===== config.mk =====
export PLATFORM = sky130hd
export DESIGN_NAME = pipe_stage_skid_reg
export DESIGN_NICKNAME = d
export VERILOG_FILES = /design/src/rtl/otter_pipe_pkg.sv /design/src/rtl/sat_counter.sv /design/src/rtl/pipe_stage_skid_reg.sv
export SDC_FILE = /design/constraint.sdc
export NUM_CORES = 1
export LEC_CHECK = 0
export ABC_AREA = 1
export BUFFER_PORTS_ARGS = -buffer_cell sky130_fd_sc_hd__buf_2
export CAP_MARGIN = 30
export CORE_MARGIN = 8
export CORE_UTILIZATION = 40
export CTS_CLUSTER_SIZE = 40
export DETAILED_ROUTE_END_ITERATION = 12
export PLACE_DENSITY = 0.64
export SLEW_MARGIN = 20
export SYNTH_ARGS = -nofsm -noshare
export SYNTH_HDL_FRONTEND = slang
export SYNTH_SLANG_ARGS = --single-unit

===== constraint.sdc =====
create_clock -name CLK -period 3.7 [get_ports CLK]
set_clock_uncertainty 0.2 [all_clocks]
set_input_delay 0.185 -clock CLK [delete_from_list [all_inputs] [get_ports CLK]]
set_output_delay 0.185 -clock CLK [all_outputs]
set_load 0.01 [all_outputs]

===== src/rtl/otter_pipe_pkg.sv =====
// Shared types and constants for Otter pipeline-stage registers.
package otter_pipe_pkg;

  typedef enum logic [1:0] {
    EMPTY = 2'd0,
    BUSY  = 2'd1,
    FULL  = 2'd2
  } pipe_state_t;

  // addi x0,x0,0 -- the canonical bubble
  localparam logic [31:0] NOP_INSTR = 32'h00000013;

  typedef struct packed {
    logic [31:0] pc;
    logic [31:0] ir;
    logic [4:0]  rd;
    logic        reg_wr;
  } de_payload_t;

  typedef struct packed {
    logic [31:0] pc;
    logic [31:0] alu_res;
    logic [31:0] rs2;
    logic [4:0]  rd;
    logic        reg_wr;
    logic        mem_we;
    logic        mem_rd;
  } em_payload_t;

endpackage


===== src/rtl/sat_counter.sv =====
// Saturating up-counter; holds at all-ones, cleared only by reset.
module sat_counter #(
  parameter int W = 16
) (
  input  logic         CLK,
  input  logic         RST,
  input  logic         inc,
  output logic [W-1:0] cnt
);

  logic [W-1:0] cnt_q, cnt_d;

  always_comb begin
    cnt_d = cnt_q;
    if (inc && (cnt_q != {W{1'b1}})) cnt_d = cnt_q + W'(1);
  end

  always_ff @(posedge CLK) begin
    if (RST) cnt_q <= '0;
    else     cnt_q <= cnt_d;
  end

  assign cnt = cnt_q;

endmodule


===== src/rtl/pipe_stage_skid_reg.sv =====
// Valid/ready pipeline register with optional two-entry skid buffer
// (registered in_ready) and a saturating stall-cycle counter.
module pipe_stage_skid_reg
  import otter_pipe_pkg::*;
#(
  parameter int                 DATA_W    = 32,
  parameter bit                 SKID      = 1'b1,
  parameter logic [DATA_W-1:0]  FLUSH_VAL = '0,
  parameter int                 CNT_W     = 16
) (
  input  logic              CLK,
  input  logic              RST,
  input  logic              flush,
  input  logic              in_valid,
  input  logic [DATA_W-1:0] in_data,
  output logic              in_ready,
  output logic              out_valid,
  output logic [DATA_W-1:0] out_data,
  input  logic              out_ready,
  output logic [CNT_W-1:0]  stall_cnt
);

  pipe_state_t       state_q, state_d;
  logic [DATA_W-1:0] main_q, main_d;

  assign out_valid = (state_q != EMPTY);
  assign out_data  = main_q;

  if (SKID) begin : g_skid
    logic [DATA_W-1:0] skid_q, skid_d;
    logic              in_ready_q;

    always_comb begin
      state_d = state_q;
      main_d  = main_q;
      skid_d  = skid_q;
      if (flush) begin
        state_d = EMPTY;
        main_d  = FLUSH_VAL;
        skid_d  = FLUSH_VAL;
      end else begin
        unique case (state_q)
          EMPTY: if (in_valid) begin
            main_d  = in_data;
            state_d = BUSY;
          end
          BUSY: begin
            if (in_valid && out_ready) begin
              main_d = in_data;
            end else if (in_valid) begin
              skid_d  = in_data;
              state_d = FULL;
            end else if (out_ready) begin
              state_d = EMPTY;
            end
          end
          FULL: if (out_ready) begin
            main_d  = skid_q;
            state_d = BUSY;
          end
          default: state_d = EMPTY;
        endcase
      end
    end

    // in_ready is a flop so upstream never sees out_ready combinationally
    always_ff @(posedge CLK) begin
      if (RST) begin
        state_q    <= EMPTY;
        main_q     <= FLUSH_VAL;
        skid_q     <= FLUSH_VAL;
        in_ready_q <= 1'b1;
      end else begin
        state_q    <= state_d;
        main_q     <= main_d;
        skid_q     <= skid_d;
        in_ready_q <= (state_d != FULL);
      end
    end

    assign in_ready = in_ready_q;
  end else begin : g_noskid
    assign in_ready = out_ready | ~out_valid;

    always_comb begin
      state_d = state_q;
      main_d  = main_q;
      if (flush) begin
        state_d = EMPTY;
        main_d  = FLUSH_VAL;
      end else if (in_ready && in_valid) begin
        main_d  = in_data;
        state_d = BUSY;
      end else if (out_ready) begin
        state_d = EMPTY;
      end
    end

    always_ff @(posedge CLK) begin
      if (RST) begin
        state_q <= EMPTY;
        main_q  <= FLUSH_VAL;
      end else begin
        state_q <= state_d;
        main_q  <= main_d;
      end
    end
  end

  sat_counter #(.W(CNT_W)) u_stall_cnt (
    .CLK (CLK),
    .RST (RST),
    .inc (out_valid & ~out_ready),
    .cnt (stall_cnt)
  );

endmodule


==> results_dict.tcl, run 1 <==
set metrics [dict create \
    status "completed" \
    place_area_um2 4068 \
    startpoint_type "flip-flop" \
    leakagePower_nw 1.904 \
    relSlewSlack 0.4894 \
    ctsResizeCount 0 \
    die_width_um 110.6 \
    slowest_stage "nor2_4" \
    synthCells 489 \
    rsz0062_at_grt "no" \
    cts_setup_buffers 0 \
    coreArea_um2 8721 \
    finalHoldViolations 0 \
    critical-path-max-stage-delay_ns 0.47 \
    grt_pass1_wl_um 16680 \
    gr-total-overflow 0 \
    grt.total_usage 0.1577 \
    tns_ns 0 \
    yosysWarningCount 0 \
    rows 34 \
    arrival_ns 2.45 \
    avgViaCountPerCell 5.102 \
    fin_util 0.5257 \
    drv_slew 0 \
    irDropWorstVdd_mv 0.2179 \
    hold_class "in -> reg" \
    antenna_found_initial 0 \
    max_slew.worst_pin.slew_ns 0.7641 \
    yosysUniqueCellTypes 24 \
    root_buffer "clkbuf_8" \
    synth_area_um2 3578 \
    seq_area_frac_synth 0.4643 \
    clockBufferDepth 2 \
    cp-end-kind "flip-flop" \
    cts_sinks 83 \
    cp_top_family "buffers and inverters" \
    routedWlPerCell_um 13.79 \
    design_area_um2 4584 \
    syn-num-nets 527 \
    path_class "reg -> reg" \
    numCtsBuffers 9 \
    grt_start_max_net_pins 39 \
    synth.avg_cell_area_um2 7.318 \
    p_per_area_nw_per_um2 376.0 \
    worstPathMaxFanout 36 \
    drc 0 \
    cts_tree "yes" \
    critical_path_buf_inv_count 3 \
    die_y_um 110.6 \
    dr.first_iter.drc_count 202 \
    critPathRequiredTime_ns 3.76 \
    ys_ff_latch 83 \
    initial_core_util 0.4103 \
    cts-htree-levels 3 \
    clock_latency_ns 0.35 \
    drive_gt1_frac 0.1973 \
    drv_cap 0 \
    fin_crit_sh 0.6441 \
    finalSetupViolCount 0 \
    max_freq_mhz 419.6 \
    clk_pin_slew_ns 0.09 \
    routabilityCongestion 0.7621 \
    crit_chain "buf_4, nor2_1, inv_1, nand2_1, nor2_4, buf_4, o21ai_0, a31oi_1" \
    detail_route.first_pass.iterations 5 \
    area_growth_pct 28.11 \
    synth_top_area_frac 0.4643 \
    vias 3602 \
    crit_top_cell "buf_4" \
    power.total_mw 1.724 \
    hold_slack_ns 0.02802 \
    port_buffers 86 \
    ant_nets 0 \
    yosysTopAreaCell "dfxtp_1" \
    period_needed_ns 2.383 \
    synthTopCellsByArea "dfxtp_1, nor2_1, nand2_1, o21ai_0, nand3_1" \
    top_level_ports 87 \
    place_hpwl_um 6580 \
    grt_pass1_vias 3581 \
    routed_wl_um 9736 \
    antenna_cells 0 \
    die-area_um2 12230 \
    layout.nets 631 \
]
==> sequential cells by signal, indices dropped and copies added, names as in the netlist <==
register	cells
out_data	32
u_stall_cnt.cnt	16
g_skid.skid_q	32
state_q	2
in_ready	1
==> cell families (layout without fill, tap and decap cells) <==
| group | after synthesis | count (layout) | share of synthesized area |
|---|---|---|---|
| buffers and inverters | 52 | 161 | 0.07133 |
| XOR/XNOR | 6 | 6 | 0.01469 |
| adder cells (fa/ha/maj) | 1 | 1 | 0.003496 |
| AND/OR/NAND/NOR | 236 | 236 | 0.2787 |
| AO/OA/AOI/OAI | 111 | 111 | 0.1675 |
| flip-flops | 83 | 83 | 0.4643 |
==> where the power goes <==
group | total, mW | switching (mW) | internal [mW]
clock | 0.619 | 0.351 | 0.268
combinational | 0.179 | 0.0991 | 0.0796
sequential | 0.926 | 0.0125 | 0.914
total | 1.72 | 0.462 | 1.26
==> worst min-delay path, stage by stage <==
cell     delay, ns
buf_2         0.09
nor2_1        0.05
a21oi_1       0.15
nor2_1        0.05
==> per-stage QoR <==
step | setup WS, ns | cells
6_report | 1.317 | 706
5_1_grt | 1.129 | 706
4_1_cts | 1.350 | 706
3_5_place_dp | 1.380 | 657
3_3_place_gp | 1.347 | 654
2_1_floorplan | 1.944 | 489
==> layout make-up <==
| cell class | instances | area [µm²] |
|---|---|---|
| Fill cell | 840 | 4136 |
| Multi-Input combinational cell | 354 | 1669 |
| Sequential cell | 83 | 1662 |
| Timing Repair Buffer | 126 | 860.8 |
| Clock buffer | 10 | 137.6 |
| Tap cell | 108 | 135.1 |
| Inverter | 19 | 71.32 |
| Clock inverter | 6 | 48.80 |
==> Yosys cell counts <==
master and number:
ha_1 1, nor2_8 1, nor3_1 1, xnor2_1 3, nand3_1 43, nor2_1 94, nor2_4 3, buf_4 4
o21ai_2 1, buf_2 6, o21ai_0 62, clkbuf_1 17, a21oi_1 13, buf_1 1, dfxtp_1 83, a31oi_1 32
inv_1 17, xor2_1 3, inv_2 2, o21ai_1 3, buf_6 5, nand4_1 6, nand2_1 87, nor2_2 1
==> layout by cell type, fill, tap and decap left out, types with 3 or more instances in the layout <==
cell	n
nand2_1	87
buf_4	4
xor2_1	3
xnor2_1	3
clkbuf_8	10
inv_1	17
clkinvlp_4	3
dfxtp_1	83
a21oi_1	13
nand3_1	43
buf_2	86
nor2_1	93
o21ai_1	3
a31oi_1	32
nand4_1	6
dlygate4sd3_1	33
o21ai_0	62
nor2_4	4
==> metal layers <==
| layer | GRT usage | routed length (µm) |
|---|---|---|
| met5 | 0 | 0 |
| met4 | 0.05225 | 113 |
| met3 | 0.03734 | 551 |
| met2 | 0.2647 | 4573 |
| met1 | 0.1925 | 4497 |
==> worst paths after layout <==
kind	from	cells past startpoint	to	slack, ns
max	state_q[1]$_SDFF_PP0_	8	out_data[14]$_SDFFE_PP0P_	1.32
min	in_valid	4	state_q[0]$_SDFF_PP0_	0.03
max reg2reg	state_q[1]$_SDFF_PP0_	8	out_data[14]$_SDFFE_PP0P_	1.32
min reg2reg	g_skid.skid_q[31]$_SDFFE_PP0P_	2	g_skid.skid_q[31]$_SDFFE_PP0P_	0.29
==> what timing repair did <==
action | CTS | global route
endpoints found under the hold margin | 73 | 0
setup endpoints to repair | 0 | 0
hold buffers | 33 | 0
(Power assumes the default switching activity.)
==> run 2: changes to the inputs <==
Clock period 3.7 ns to 2.2 ns, I/O delays scaled along.
==> run 2 against run 1 <==
  * Largest power group unchanged
  * First-iteration DRC count shrank 33%
  * Die area is the same
  * Non-clock buffer count grew 7
  * Register-to-register slack lost 1.1 ns
  * Final cell count grew 0.99%
  * Core utilization grew 1.0 points
  * Sequential cell count is the same
  * Total power grew 84%
  * Routed wire length grew 1.0%
  * Worst setup slack lost 1.1 ns
==> results_dict.tcl, run 2 (synthesis results as in run 1) <==
set metrics [dict create \
    antenna_cells 0 \
    finalHoldViolations 0 \
    path_class "reg -> reg" \
    layout.nets 638 \
    fin_util 0.5362 \
    coreArea_um2 8721 \
    die_width_um 110.6 \
    clock_power_share 0.413 \
    rows 34 \
    routedWlPerCell_um 13.79 \
    final_common_cell "nor2_1" \
    drv_slew 0 \
    finalSetupViolCount 0 \
    max_slew.worst_pin.slew_ns 0.4805 \
    highest_layer "met4" \
    drive_gt1_frac 0.2000 \
    setup_slack_ns 0.2334 \
    p_sw_frac 0.2323 \
    rsz0062_at_grt "no" \
    area_growth_pct 30.66 \
    cts_sinks 83 \
    drc 0 \
    status "completed" \
    numCtsBuffers 9 \
    clockBufferDepth 2 \
    max_freq_mhz 508.5 \
    detail_route.first_pass.iterations 4 \
    worstPathMaxFanout 11 \
    vias 3576 \
    period_needed_ns 1.967 \
    power.internal_mw 2.434 \
    hold_class "reg -> reg" \
    grt.total_usage 0.1592 \
    drt-met1-wl_um 4405 \
    tns_ns 0 \
    combPwrFrac 0.096 \
    p_per_area_nw_per_um2 678.2 \
    dr.first_iter.drc_count 135 \
    arrival_ns 2.04 \
    grt_pass1_vias 3577 \
    port_buffers 86 \
    die-area_um2 12230 \
    startpoint_type "flip-flop" \
    grt_start_max_net_pins 59 \
    drv_cap 0 \
    routabilityCongestion 0.8317 \
    leakagePower_nw 1.961 \
    root_buffer "clkbuf_8" \
    dp_slack_ns 0.2671 \
    relSlewSlack 0.6796 \
    antenna_found_initial 0 \
    wl_met2_um 4734 \
    grt_pass1_wl_um 16820 \
    final_cell_mix "nor2_1, nand2_1, buf_2" \
    fin_crit_sh 0.8939 \
    hold_slack_ns 0.2887 \
    power.total_mw 3.171 \
    layout.area.seq_um2 1662 \
    cts_tree "yes" \
    clock_latency_ns 0.34 \
    die_y_um 110.6 \
    top_level_ports 87 \
    critPathRequiredTime_ns 2.27 \
    p_switching_mw 0.7368 \
    initial_core_util 0.4103 \
    multi_input_area_um2 1669 \
    gr-total-overflow 0 \
    place_hpwl_um 6577 \
    ant_nets 0 \
    irDropWorstVdd_mv 0.3460 \
    cts-htree-levels 3 \
    cp-end-kind "flip-flop" \
    routed_wl_um 9833 \
    nFillCells 855 \
    clk_pin_slew_ns 0.08 \
    seqPwrFrac 0.491 \
    avgViaCountPerCell 5.015 \
    wl_met3_um 611 \
]
-- run 2: changes by cell type in the layout (fill, tap and decap cells not counted), moves of 2 or more --
cell,delta
buf_16,-2
buf_4,+5
bufinv_16,+3
buf_12,+2
dlygate4sd3_1,+3
clkinvlp_4,-3
-- run 2: power groups by stage --
stage | Clock (mW) | Sequential [mW] | Combinational, mW
2_1_floorplan | 0 | 1.60 | 0.142
4_1_cts | 1.35 | 1.56 | 0.307
6_report | 1.31 | 1.56 | 0.305
5_1_grt | 1.40 | 1.56 | 0.340
3_5_place_dp | 0 | 1.59 | 0.257
3_3_place_gp | 0 | 1.59 | 0.254
-- run 2: per-stage QoR --
stage	area, µm²	std cells
3_3_place_gp	4075	661
5_1_grt	4676	713
4_1_cts	4676	713
6_report	4676	713
3_5_place_dp	4075	661
2_1_floorplan	3578	489
-- run 2: routing by layer --
layer,global-route usage,vias up
met2,0.2727,89
li1,-,1847
met1,0.1895,1632
met4,0.05135,0
met3,0.03950,8
met5,0,-
-- run 2: final timing paths --
path	from	to	slack (ns)	depth (start not counted)
max	u_stall_cnt.cnt[0]$_SDFFE_PP0P_	u_stall_cnt.cnt[6]$_SDFFE_PP0P_	0.23	7
min	g_skid.skid_q[26]$_SDFFE_PP0P_	g_skid.skid_q[26]$_SDFFE_PP0P_	0.29	2
max reg2reg	u_stall_cnt.cnt[0]$_SDFFE_PP0P_	u_stall_cnt.cnt[6]$_SDFFE_PP0P_	0.23	7
min reg2reg	g_skid.skid_q[26]$_SDFFE_PP0P_	g_skid.skid_q[26]$_SDFFE_PP0P_	0.29	2
-- run 2: worst max-delay path, stage by stage, from the launching register on --
cell and delay (ns):
dfxtp_1 0.47, ha_1 0.30, inv_1 0.06, nor2_1 0.10, nand2_1 0.10, o21ai_2 0.43
nand2_1 0.09, a21oi_1 0.16
-- run 2: cell type report --
class | count | area share
clock buffers | 10 | 0.02729
repair buffers | 133 | 0.1921
well taps | 108 | 0.02890
flip-flops and latches | 83 | 0.3554
clock inverters | 6 | 0.02408
multi-input cells | 354 | 0.3570
inverters | 19 | 0.01525
-- run 2: timing repair --
item | in CTS | in global routing
setup buffers | 0 | 0
resized for setup | 0 | 0
hold buffers | 36 | 0
endpoints found under the hold margin | 77 | 0
==> run 3: changes to the inputs <==
--- a/config.mk
+++ b/config.mk
@@ -14,3 +14,3 @@
 export DETAILED_ROUTE_END_ITERATION = 12
-export PLACE_DENSITY = 0.64
+export PLACE_DENSITY = 0.65
 export SLEW_MARGIN = 20
@@ -18,2 +18,3 @@
 export SYNTH_HDL_FRONTEND = slang
+export SYNTH_HIERARCHICAL = 1
 export SYNTH_SLANG_ARGS = --single-unit
==> constraint.sdc (replaced) <==
create_clock -name CLK -period 1.8 [get_ports CLK]
set_clock_uncertainty 0.2 [all_clocks]
set_input_delay 0.18 -clock CLK [delete_from_list [all_inputs] [get_ports CLK]]
set_output_delay 0.18 -clock CLK [all_outputs]
set_load 0.01 [all_outputs]
==> run 3 against run 2 <==
  * Combinational power up 47%
  * Largest cell class unchanged
  * Highest routed layer unchanged
  * Die area up 6.5%
  * First-iteration DRC count up 58%
  * Largest power group unchanged
  * Sequential power up 22%
  * Synthesized cell count up 26%
  * Global-route usage up 0.38 points
  * Final cell count up 22%
==> results_dict.tcl, run 3 <==
set metrics [dict create \
    status "completed" \
    yosysMostFrequentCell "nand2_1" \
    p_sw_frac 0.2491 \
    ys_ff_latch 83 \
    postSynth.asyncResetShare 0 \
    routedWlPerCell_um 11.61 \
    grt.total_usage 0.1630 \
    antenna_found_initial 0 \
    gr-total-overflow 0 \
    numCtsBuffers 9 \
    synth.avg_cell_area_um2 6.240 \
    clk_pin_slew_ns 0.08 \
    finalSetupViolCount 0 \
    path_class "reg -> reg" \
    clock_power_share 0.329 \
    initial_core_util 0.4032 \
    die-area_um2 13020 \
    finalHoldViolations 0 \
    area_growth_pct 29.28 \
    hold_class "in -> reg" \
    worstPathMaxFanout 6 \
    routed_wl_um 10070 \
    clockBufferDepth 2 \
    root_buffer "clkbuf_8" \
    fin_crit_sh 0.9118 \
    die_y_um 114.1 \
    avgViaCountPerCell 4.518 \
    max_slew.worst_pin.slew_ns 0.5172 \
    yosysWarningCount 6 \
    drc 0 \
    top_level_ports 87 \
    ant_nets 0 \
    dr.first_iter.drc_count 213 \
    vias 3922 \
    power.internal_mw 2.631 \
    rsz0062_at_grt "no" \
    irDropWorstVdd_mv 0.3037 \
    grt_pass1_wl_um 17480 \
    syn-num-nets 655 \
    rows 36 \
    synth_edf_count 0 \
    tns_ns 0 \
    nFillCells 994 \
    final_common_cell "nand2_1" \
    grt_pass1_vias 3868 \
    highest_layer "met4" \
    layout.nets 772 \
    wl_met3_um 448 \
    period_needed_ns 1.641 \
    detail_route.first_pass.iterations 5 \
    max_freq_mhz 609.3 \
    synth-main-ff-cell "dfxtp_1" \
    seq_area_frac_synth 0.4316 \
    yosysUniqueCellTypes 22 \
    combPwrFrac 0.128 \
    place_hpwl_um 7011 \
    yosysTopAreaCell "dfxtp_1" \
    cp-end-kind "flip-flop" \
    antenna_cells 0 \
    die_width_um 114.1 \
    cts_tree "yes" \
    cts_sinks 83 \
    synth_top_area_frac 0.4316 \
    routabilityCongestion 0.8455 \
    power.total_mw 3.504 \
    final_cell_mix "nand2_1, nor2_1, buf_2" \
    drv_cap 0 \
    coreArea_um2 9549 \
    startpoint_type "flip-flop" \
    clock_latency_ns 0.34 \
    port_buffers 86 \
    relSlewSlack 0.6548 \
    drv_slew 0 \
    leakagePower_nw 2.391 \
    wl_met2_um 4931 \
    p_switching_mw 0.8729 \
    drt-met1-wl_um 4535 \
    synthTopCellsByArea "dfxtp_1, nand2_1, nor2_1, inv_1, o21ai_0" \
    synthCells 617 \
    critPathRequiredTime_ns 1.84 \
    synth_area_um2 3850 \
    cts-htree-levels 3 \
    layout.area.seq_um2 1665 \
    drive_gt1_frac 0.1850 \
    multi_input_area_um2 1888 \
    seqPwrFrac 0.543 \
    grt_start_max_net_pins 37 \
    p_per_area_nw_per_um2 704.0 \
    arrival_ns 1.68 \
    synth_common_cells "nand2_1, nor2_1, dfxtp_1" \
]
run 3: cell count changes in the layout (fill, tap and decap cells not counted), sizes merged, moves of 31 or more:
cell,previous run,this run
nand3,43,12
nor2,99,180
a31oi,32,0
o21ai,66,35
inv,20,51
nand2,87,214
run 3: power groups by stage:
stage,Clock [mW],Sequential [mW],Combinational (mW)
after CTS,1.20,1.90,0.451
after detailed placement,0,1.95,0.390
after global routing,1.27,1.91,0.511
after floorplan,0,1.96,0.222
after global placement,0,1.94,0.384
final,1.15,1.90,0.448
run 3: cells by family (layout without fill, tap and decap cells):
| group | after synthesis | in the layout | share of synthesized area |
|---|---|---|---|
| AO/OA/AOI/OAI | 44 | 44 | 0.05785 |
| adder cells (fa/ha/maj) | 1 | 1 | 0.003249 |
| buffers and inverters | 78 | 196 | 0.08255 |
| flip-flops | 83 | 83 | 0.4316 |
| AND/OR/NAND/NOR | 411 | 411 | 0.4248 |
run 3: worst max-delay path, stage by stage (launching register included):
cell and delay (ns):
dfxtp_1 0.38, o21ai_1 0.14, inv_2 0.12, nand3_1 0.10
or2_0 0.21, nor2_1 0.15, nand3_1 0.11, nand2_1 0.08
nor2_1 0.05
run 3: layer usage:
| metal | global-route usage | up-vias |
|---|---|---|
| met3 | 0.03059 | 11 |
| li1 | - | 2082 |
| met2 | 0.2906 | 96 |
| met1 | 0.1839 | 1733 |
| met5 | 0 | - |
| met4 | 0.07453 | 0 |
run 3: path summary, 6_finish.rpt:
check | cells after the start | slack, ns | startpoint | end
worst max register to register | 8 | 0.16 | state_q[0]$_SDFF_PP0_ | u_stall_cnt/cnt[13]$_SDFFE_PP0P_
worst max-delay path | 8 | 0.16 | state_q[0]$_SDFF_PP0_ | u_stall_cnt/cnt[13]$_SDFFE_PP0P_
worst min register to register | 2 | 0.28 | g_skid.skid_q[8]$_SDFFE_PP0P_ | g_skid.skid_q[8]$_SDFFE_PP0P_
worst min-delay path | 5 | 0.11 | out_ready | state_q[0]$_SDFF_PP0_
run 3: timing repair:
action | CTS | global route
resized for setup | 0 | 8
hold endpoints to repair | 65 | 0
endpoints found under the setup margin | 0 | 24
buffers inserted | 0 | 0
hold buffers | 35 | 0
run 3: cell type report:
cell class / count / share of cell area
Multi-Input combinational cell: 456 / 0.3793
Sequential cell: 83 / 0.3346
Inverter: 51 / 0.03896
Clock buffer: 12 / 0.03117
Timing Repair Buffer: 133 / 0.1825
Tap cell: 133 / 0.03343
run 3: through the flow:
step | setup slack [ns] | area (µm²) | hold slack (ns) | std cells | util
final | 0.1587 | 4977 | 0.1051 | 868 | 0.5212
after global routing | 0.009991 | 4977 | 0.1329 | 868 | 0.5212
after CTS | 0.07536 | 4961 | 0.07586 | 868 | 0.5195
after detailed placement | 0.08488 | 4456 | 0.2365 | 821 | 0.4666
after global placement | 0.1712 | 4456 | 0.2301 | 821 | 0.4666
after floorplan | 0.1449 | 3850 | 0.1279 | 617 | -
